<file path="src/rtl/arb_client_bank_if.sv">
// rtl/arb_client_bank_if.sv - requester/arbiter handshake and burst transfer bus
interface arb_client_bank_if;
  logic [3:0] push;
  logic [3:0] full;
  logic [3:0] req;
  logic [3:0] grant;
  logic       xfer_valid;
  logic [1:0] xfer_id;
  logic [3:0] xfer_beat;
  logic       xfer_last;
  logic       err_grant;
  logic       ovf;

  modport slave (
    input  push, grant,
    output full, req, xfer_valid, xfer_id, xfer_beat, xfer_last, err_grant, ovf
  );

  modport master (
    output push, grant,
    input  full, req, xfer_valid, xfer_id, xfer_beat, xfer_last, err_grant, ovf
  );
endinterface

</file>
<file path="src/rtl/arb_client_bank.sv">
// rtl/arb_client_bank.sv - four-channel pending-count requester feeding a round-robin arbiter
module arb_client_bank #(
  parameter int CNT_W = 4,
  parameter int BURST = 2
) (
  input logic              clk,
  input logic              reset,
  arb_client_bank_if.slave bus
);
  typedef enum logic {IDLE, XFER} state_t;

  localparam logic [CNT_W-1:0] CNT_MAX   = '1;
  localparam logic [3:0]       LAST_BEAT = 4'(BURST - 1);

  state_t                  state, state_next;
  logic [3:0][CNT_W-1:0]   cnt;
  logic [3:0]              full_int;
  logic [3:0]              req_int;
  logic [3:0]              consume;
  logic [1:0]              grant_idx;
  logic                    grant_onehot;
  logic                    grant_legal;
  logic                    grant_bad;

  // The channel being transferred withdraws its request so the arbiter rotates.
  always_comb begin
    for (int i = 0; i < 4; i++) begin
      full_int[i] = (cnt[i] == CNT_MAX);
      req_int[i]  = (cnt[i] != '0) && !(state == XFER && bus.xfer_id == 2'(i));
    end
  end

  assign bus.full = full_int;
  assign bus.req  = req_int;

  always_comb begin
    grant_idx = '0;
    for (int i = 0; i < 4; i++) begin
      if (bus.grant[i]) grant_idx = 2'(i);
    end
  end

  assign grant_onehot = (bus.grant != 4'd0) && ((bus.grant & (bus.grant - 4'd1)) == 4'd0);

  always_ff @(posedge clk) begin
    if (reset) state <= IDLE;
    else       state <= state_next;
  end

  always_comb begin
    state_next  = state;
    grant_legal = 1'b0;
    grant_bad   = 1'b0;
    case (state)
      IDLE: begin
        if (grant_onehot && ((bus.grant & req_int) != 4'd0)) begin
          grant_legal = 1'b1;
          state_next  = XFER;
        end else if (bus.grant != 4'd0) begin
          grant_bad = 1'b1;
        end
      end
      XFER: begin
        if (bus.xfer_last) state_next = IDLE;
      end
      default: state_next = IDLE;
    endcase
  end

  assign consume = grant_legal ? bus.grant : 4'd0;

  always_ff @(posedge clk) begin
    if (reset) begin
      bus.xfer_valid <= 1'b0;
      bus.xfer_id    <= '0;
      bus.xfer_beat  <= '0;
      bus.xfer_last  <= 1'b0;
      bus.err_grant  <= 1'b0;
    end else begin
      bus.err_grant <= grant_bad;
      if (grant_legal) begin
        bus.xfer_valid <= 1'b1;
        bus.xfer_id    <= grant_idx;
        bus.xfer_beat  <= '0;
        bus.xfer_last  <= (LAST_BEAT == 4'd0);
      end else if (state == XFER) begin
        if (bus.xfer_last) begin
          bus.xfer_valid <= 1'b0;
          bus.xfer_beat  <= '0;
          bus.xfer_last  <= 1'b0;
        end else begin
          bus.xfer_beat <= bus.xfer_beat + 4'd1;
          bus.xfer_last <= (bus.xfer_beat + 4'd1 == LAST_BEAT);
        end
      end
    end
  end

  // A push that coincides with a consume nets to zero and is never dropped.
  always_ff @(posedge clk) begin
    if (reset) begin
      cnt     <= '0;
      bus.ovf <= 1'b0;
    end else begin
      for (int i = 0; i < 4; i++) begin
        case ({bus.push[i], consume[i]})
          2'b10: begin
            if (full_int[i]) bus.ovf <= 1'b1;
            else             cnt[i]  <= cnt[i] + 1'b1;
          end
          2'b01:   cnt[i] <= cnt[i] - 1'b1;
          default: cnt[i] <= cnt[i];
        endcase
      end
    end
  end
endmodule

</file>
<file path="src/flat_wrapper.sv">
// flat-port wrapper written by rule: the top's interface ports become plain ports
module arb_client_bank_flat 
#(
  parameter int CNT_W = 4,
  parameter int BURST = 2
)
  (clk, reset, bus_push, bus_grant, bus_full, bus_req, bus_xfer_valid, bus_xfer_id, bus_xfer_beat, bus_xfer_last, bus_err_grant, bus_ovf);
  arb_client_bank_if bus_i ();
  input logic clk;
  input logic reset;
  input wire logic [$bits(bus_i.push)-1:0] bus_push;
  input wire logic [$bits(bus_i.grant)-1:0] bus_grant;
  output wire logic [$bits(bus_i.full)-1:0] bus_full;
  output wire logic [$bits(bus_i.req)-1:0] bus_req;
  output wire logic [$bits(bus_i.xfer_valid)-1:0] bus_xfer_valid;
  output wire logic [$bits(bus_i.xfer_id)-1:0] bus_xfer_id;
  output wire logic [$bits(bus_i.xfer_beat)-1:0] bus_xfer_beat;
  output wire logic [$bits(bus_i.xfer_last)-1:0] bus_xfer_last;
  output wire logic [$bits(bus_i.err_grant)-1:0] bus_err_grant;
  output wire logic [$bits(bus_i.ovf)-1:0] bus_ovf;
  assign bus_i.push = bus_push;
  assign bus_i.grant = bus_grant;
  assign bus_full = bus_i.full;
  assign bus_req = bus_i.req;
  assign bus_xfer_valid = bus_i.xfer_valid;
  assign bus_xfer_id = bus_i.xfer_id;
  assign bus_xfer_beat = bus_i.xfer_beat;
  assign bus_xfer_last = bus_i.xfer_last;
  assign bus_err_grant = bus_i.err_grant;
  assign bus_ovf = bus_i.ovf;
  arb_client_bank #(.CNT_W(CNT_W), .BURST(BURST)) u_core (.clk(clk), .reset(reset), .bus(bus_i));
endmodule
</file>
<file path="config.mk">
export PLATFORM = sky130hd
export DESIGN_NAME = arb_client_bank_flat
export DESIGN_NICKNAME = d
export VERILOG_FILES = /design/src/rtl/arb_client_bank_if.sv /design/src/rtl/arb_client_bank.sv /design/src/flat_wrapper.sv
export SDC_FILE = /design/constraint.sdc
export NUM_CORES = 1
export LEC_CHECK = 0
export BUFFER_PORTS_ARGS = -buffer_cell sky130_fd_sc_hd__buf_2
export CAP_MARGIN = 20
export CORE_MARGIN = 5
export CORE_UTILIZATION = 57
export CTS_CLUSTER_SIZE = 24
export DETAILED_ROUTE_END_ITERATION = 10
export PLACE_DENSITY = 0.82
export SYNTH_ARGS = -nofsm -noshare
export SYNTH_HDL_FRONTEND = slang
export SYNTH_SLANG_ARGS = --single-unit
</file>
<file path="constraint.sdc">
create_clock -name clk -period 3.4 [get_ports clk]
set_input_delay 0.51 -clock clk [delete_from_list [all_inputs] [get_ports clk]]
set_output_delay 0.51 -clock clk [all_outputs]
set_load 0.03 [all_outputs]
</file>
==> results.toml <==
[timing]
rsz0062_at_grt = "false"
max_slew_margin = 0.5637
finalSetupTns_ns = 0
min_period_ns = 3.085
hold_violations = 0
worst_slew_pin_slew_ns = 0.6544
setup_viol = 0
finClkSkew_ns = 0.002011
fin_ws_ns = 0.3150
fin_crit_sh = 0.9074
hold_ws_ns = 0.4400
fmax_ghz = 0.3241
drv_slew = 0

[detailed_routing]
postRouteWirelength_mm = 4.104
drtIter0Drc = 94
vias = 1716
first_pass_iters = 4
via_per_inst = 5.701
ant_nets = 0
wire_per_inst_um = 13.63
route.detailed.drc = 0

[floorplanning]
die_h_um = 67.97
start_util = 0.5832
top_level_ports = 28
core_area_sq_mm = 0.003284
fp.dieArea_sq_mm = 0.004620
dieWidth_um = 67.97
placement_rows = 21

[power_and_ir_drop]
irDropWorstVdd_mv = 0.2166
p_leak_nw = 1.009
power_density_mw_per_mm2 = 398.1

[clock_tree]
clockRootBuffer = "clkbuf_4"
htree_levels = 1
postCtsHoldBufs = 0
clock-sinks = 27
cts_tree = "built"
post-cts-setup-buffer-count = 0
cts_buffers = 3
clk_pin_slew_worst_paths_ns = 0.15
post_cts_resized = 0
insertion_delay_ns = 0.33
clk_path_buf_depth = 2

[setup_path]
crit_chain = "nor3b_1, or3_1, a41o_1, or4_4, clkinv_2, ha_1, a21o_1, a21oi_1, nor3b_1, a22oi_2, mux2_4"
critPathKind = "reg -> reg"
r2r_setup_slack_ns = 0.31
cp_max_fo = 8
slowest_delay_ns = 0.52
end_kind = "register"
r2r_start = "u_core.bus.xfer_id[1]"
cpMostUsedCell = "nor3b_1"
crit_path_start_kind = "register"
crit_slowest_cell = "dfxtp_1"
r2r-end = "u_core.cnt[3]"
reg2reg_depth = 11
cp_data_required_time_ns = 3.64
arrival_ns = 3.33

[placement]
preCtsSetupSlack_ns = 0.05019
place_inst = 297
place_congestion = 0.8057
post-dp-hpwl_mm = 3.153
port_buffers = 27
dpl-instance-area_sq_mm = 0.002131

[final_layout]
diodes = 0
area_growth_pct = 12.61
layout.cells.non_filler = 301
nets = 280
drive_gt1_frac = 0.1922
design_area_sq_mm = 0.002157
n_fill_cell = 296

[hold_path]
hold_end = "u_core.cnt[2]"
hold_depth = 2
hp-class = "in -> reg"
min_from = "bus_push[0]"

[logic_synthesis]
synthesis.area_sq_mm = 0.001916
yosysSeqAreaShare = 0.2822
synth_ff_type = "dfxtp_1"
avgSynthCellArea_sq_um = 8.552
synth-edff-count = 0
synth_cell_types = 50
synth_nets = 248
ys_ff_latch = 27
synthCells = 224
postSynth.asyncResetShare = 0
yosysWarnings = 0

[grt]
grt_pass1_wl_mm = 6.969
first_global_vias = 1627
antenna_found_initial = 0
grt_usage = 0.1923
grt_max_degree = 38
grt_overflow = 0

[outcome]
status = "finished, final reports clean"

[run]
cap_violations = 0
## cell usage after synthesis, types with 2 or more instances
library cell | instances | share of area
nor2_1 | 33 | 0.065
dfxtp_1 | 27 | 0.28
inv_1 | 17 | 0.033
nor2b_1 | 11 | 0.036
ha_1 | 10 | 0.065
a21oi_1 | 9 | 0.024
mux2_1 | 8 | 0.047
nor3_1 | 8 | 0.021
mux2i_1 | 7 | 0.037
nand3_1 | 7 | 0.018
nor4_1 | 7 | 0.023
a211oi_1 | 6 | 0.024
clkbuf_1 | 6 | 0.012
a21o_1 | 5 | 0.020
xor2_1 | 5 | 0.023
fa_1 | 4 | 0.042
nand2_1 | 4 | 0.0078
xnor2_1 | 4 | 0.018
a31oi_1 | 3 | 0.0098
mux2_2 | 3 | 0.018
nand2b_1 | 3 | 0.0098
a211o_1 | 2 | 0.0091
a311oi_1 | 2 | 0.0091
a41o_1 | 2 | 0.010
a41oi_1 | 2 | 0.0091
and4_1 | 2 | 0.0091
nor3b_1 | 2 | 0.0078
o31ai_1 | 2 | 0.0078
or2_2 | 2 | 0.0065
## layer usage
layer,track usage,part of all wire,routed length [um],vias to the layer above
met4,0.03722,0.0093,38,0
met1,0.2485,0.48,1951,802
met3,0.03777,0.051,210,7
met5,0,0,0,-
li1,-,-,-,873
met2,0.3321,0.46,1903,34
## cells in the final DEF, fill, tap and decap left out, types with 2 or more instances in the layout
master and instances:
a21o_1 5, inv_1 17, and4_1 2, xnor2_1 4, nor3b_1 2, mux2_1 8, nor2b_1 11, a21oi_1 9
nor2_1 33, nand2b_1 3, clkbuf_4 3, fa_1 4, or2_2 2, dfxtp_1 27, a211o_1 2, a31oi_1 3
xor2_1 5, nor4_1 7, a211oi_1 6, a41o_1 2, buf_2 27, nor3_1 8, nand3_1 7, a41oi_1 2
nand2_1 4, mux2i_1 7, o31ai_1 2, mux2_2 3, ha_1 10, a311oi_1 2, buf_4 6
## critical path, delay by kind of cell (launching register included)
kind | cells | cell delay [ns]
AO/OA/AOI/OAI | 4 | 0.78
adder cells (fa/ha/maj) | 1 | 0.22
buffers and inverters | 1 | 0.10
flip-flops | 1 | 0.52
multiplexers | 1 | 0.31
AND/OR/NAND/NOR | 4 | 1.07
## worst max path at each step
stage | startpoint | slack, ns | cells past startpoint | endpoint
2_1_floorplan | u_core.bus.xfer_id[0] | 0.23 | 13 | u_core.cnt[15]
3_3_place_gp | bus_grant[3] | 0.13 | 11 | u_core.cnt[3]
3_5_place_dp | bus_grant[3] | 0.05 | 11 | u_core.cnt[3]
4_1_cts | u_core.bus.xfer_id[0] | 0.33 | 11 | u_core.cnt[3]
5_1_grt | u_core.bus.xfer_id[1] | 0.14 | 13 | u_core.cnt[15]
6_report | u_core.bus.xfer_id[1] | 0.31 | 11 | u_core.cnt[3]
## kinds of logic after synthesis
kind of cell             Yosys count  synth area share
AND/OR/NAND/NOR                   88            0.2417
AO/OA/AOI/OAI                     42            0.1692
flip-flops                        27            0.2822
buffers and inverters             25           0.04963
multiplexers                      19            0.1091
adder cells (fa/ha/maj)           14            0.1071
XOR/XNOR                           9           0.04115
## report_power, final
part	internal, W	switching, W	leakage [nW]
Sequential	0.000348	0.0000382	0.221
Combinational	0.000132	0.000195	0.773
Clock	0.0000461	0.0000998	0.0150
Total	0.000526	0.000333	1.01
## area by class of cell
class | instances | area (sq um) | share of cell area
Clock buffer | 4 | 26.28 | 0.01218
Inverter | 19 | 72.57 | 0.03364
Multi-Input combinational cell | 172 | 1280 | 0.5934
Sequential cell | 27 | 540.5 | 0.2506
Tap cell | 46 | 57.56 | 0.02668
Timing Repair Buffer | 33 | 180.2 | 0.08353
## registers in the layout (all words and copies together) (netlist names)
| register | flops |
|---|---|
| u_core.cnt | 16 |
| u_core.bus.xfer_beat | 4 |
| u_core.bus.xfer_id | 2 |
| u_core.bus.err_grant | 1 |
| u_core.bus.ovf | 1 |
| u_core.bus.xfer_last | 1 |
| u_core.bus.xfer_valid | 1 |
| u_core.state | 1 |
## stage by stage
stage	utilization	power (W)
2_1_floorplan	-	0.0006215
3_3_place_gp	0.6488	0.0007122
3_5_place_dp	0.6488	0.0007171
4_1_cts	0.6568	0.0008613
5_1_grt	0.6568	0.0009145
6_report	0.6568	0.0008587
No activity file was read; power rests on OpenSTA's default activity.
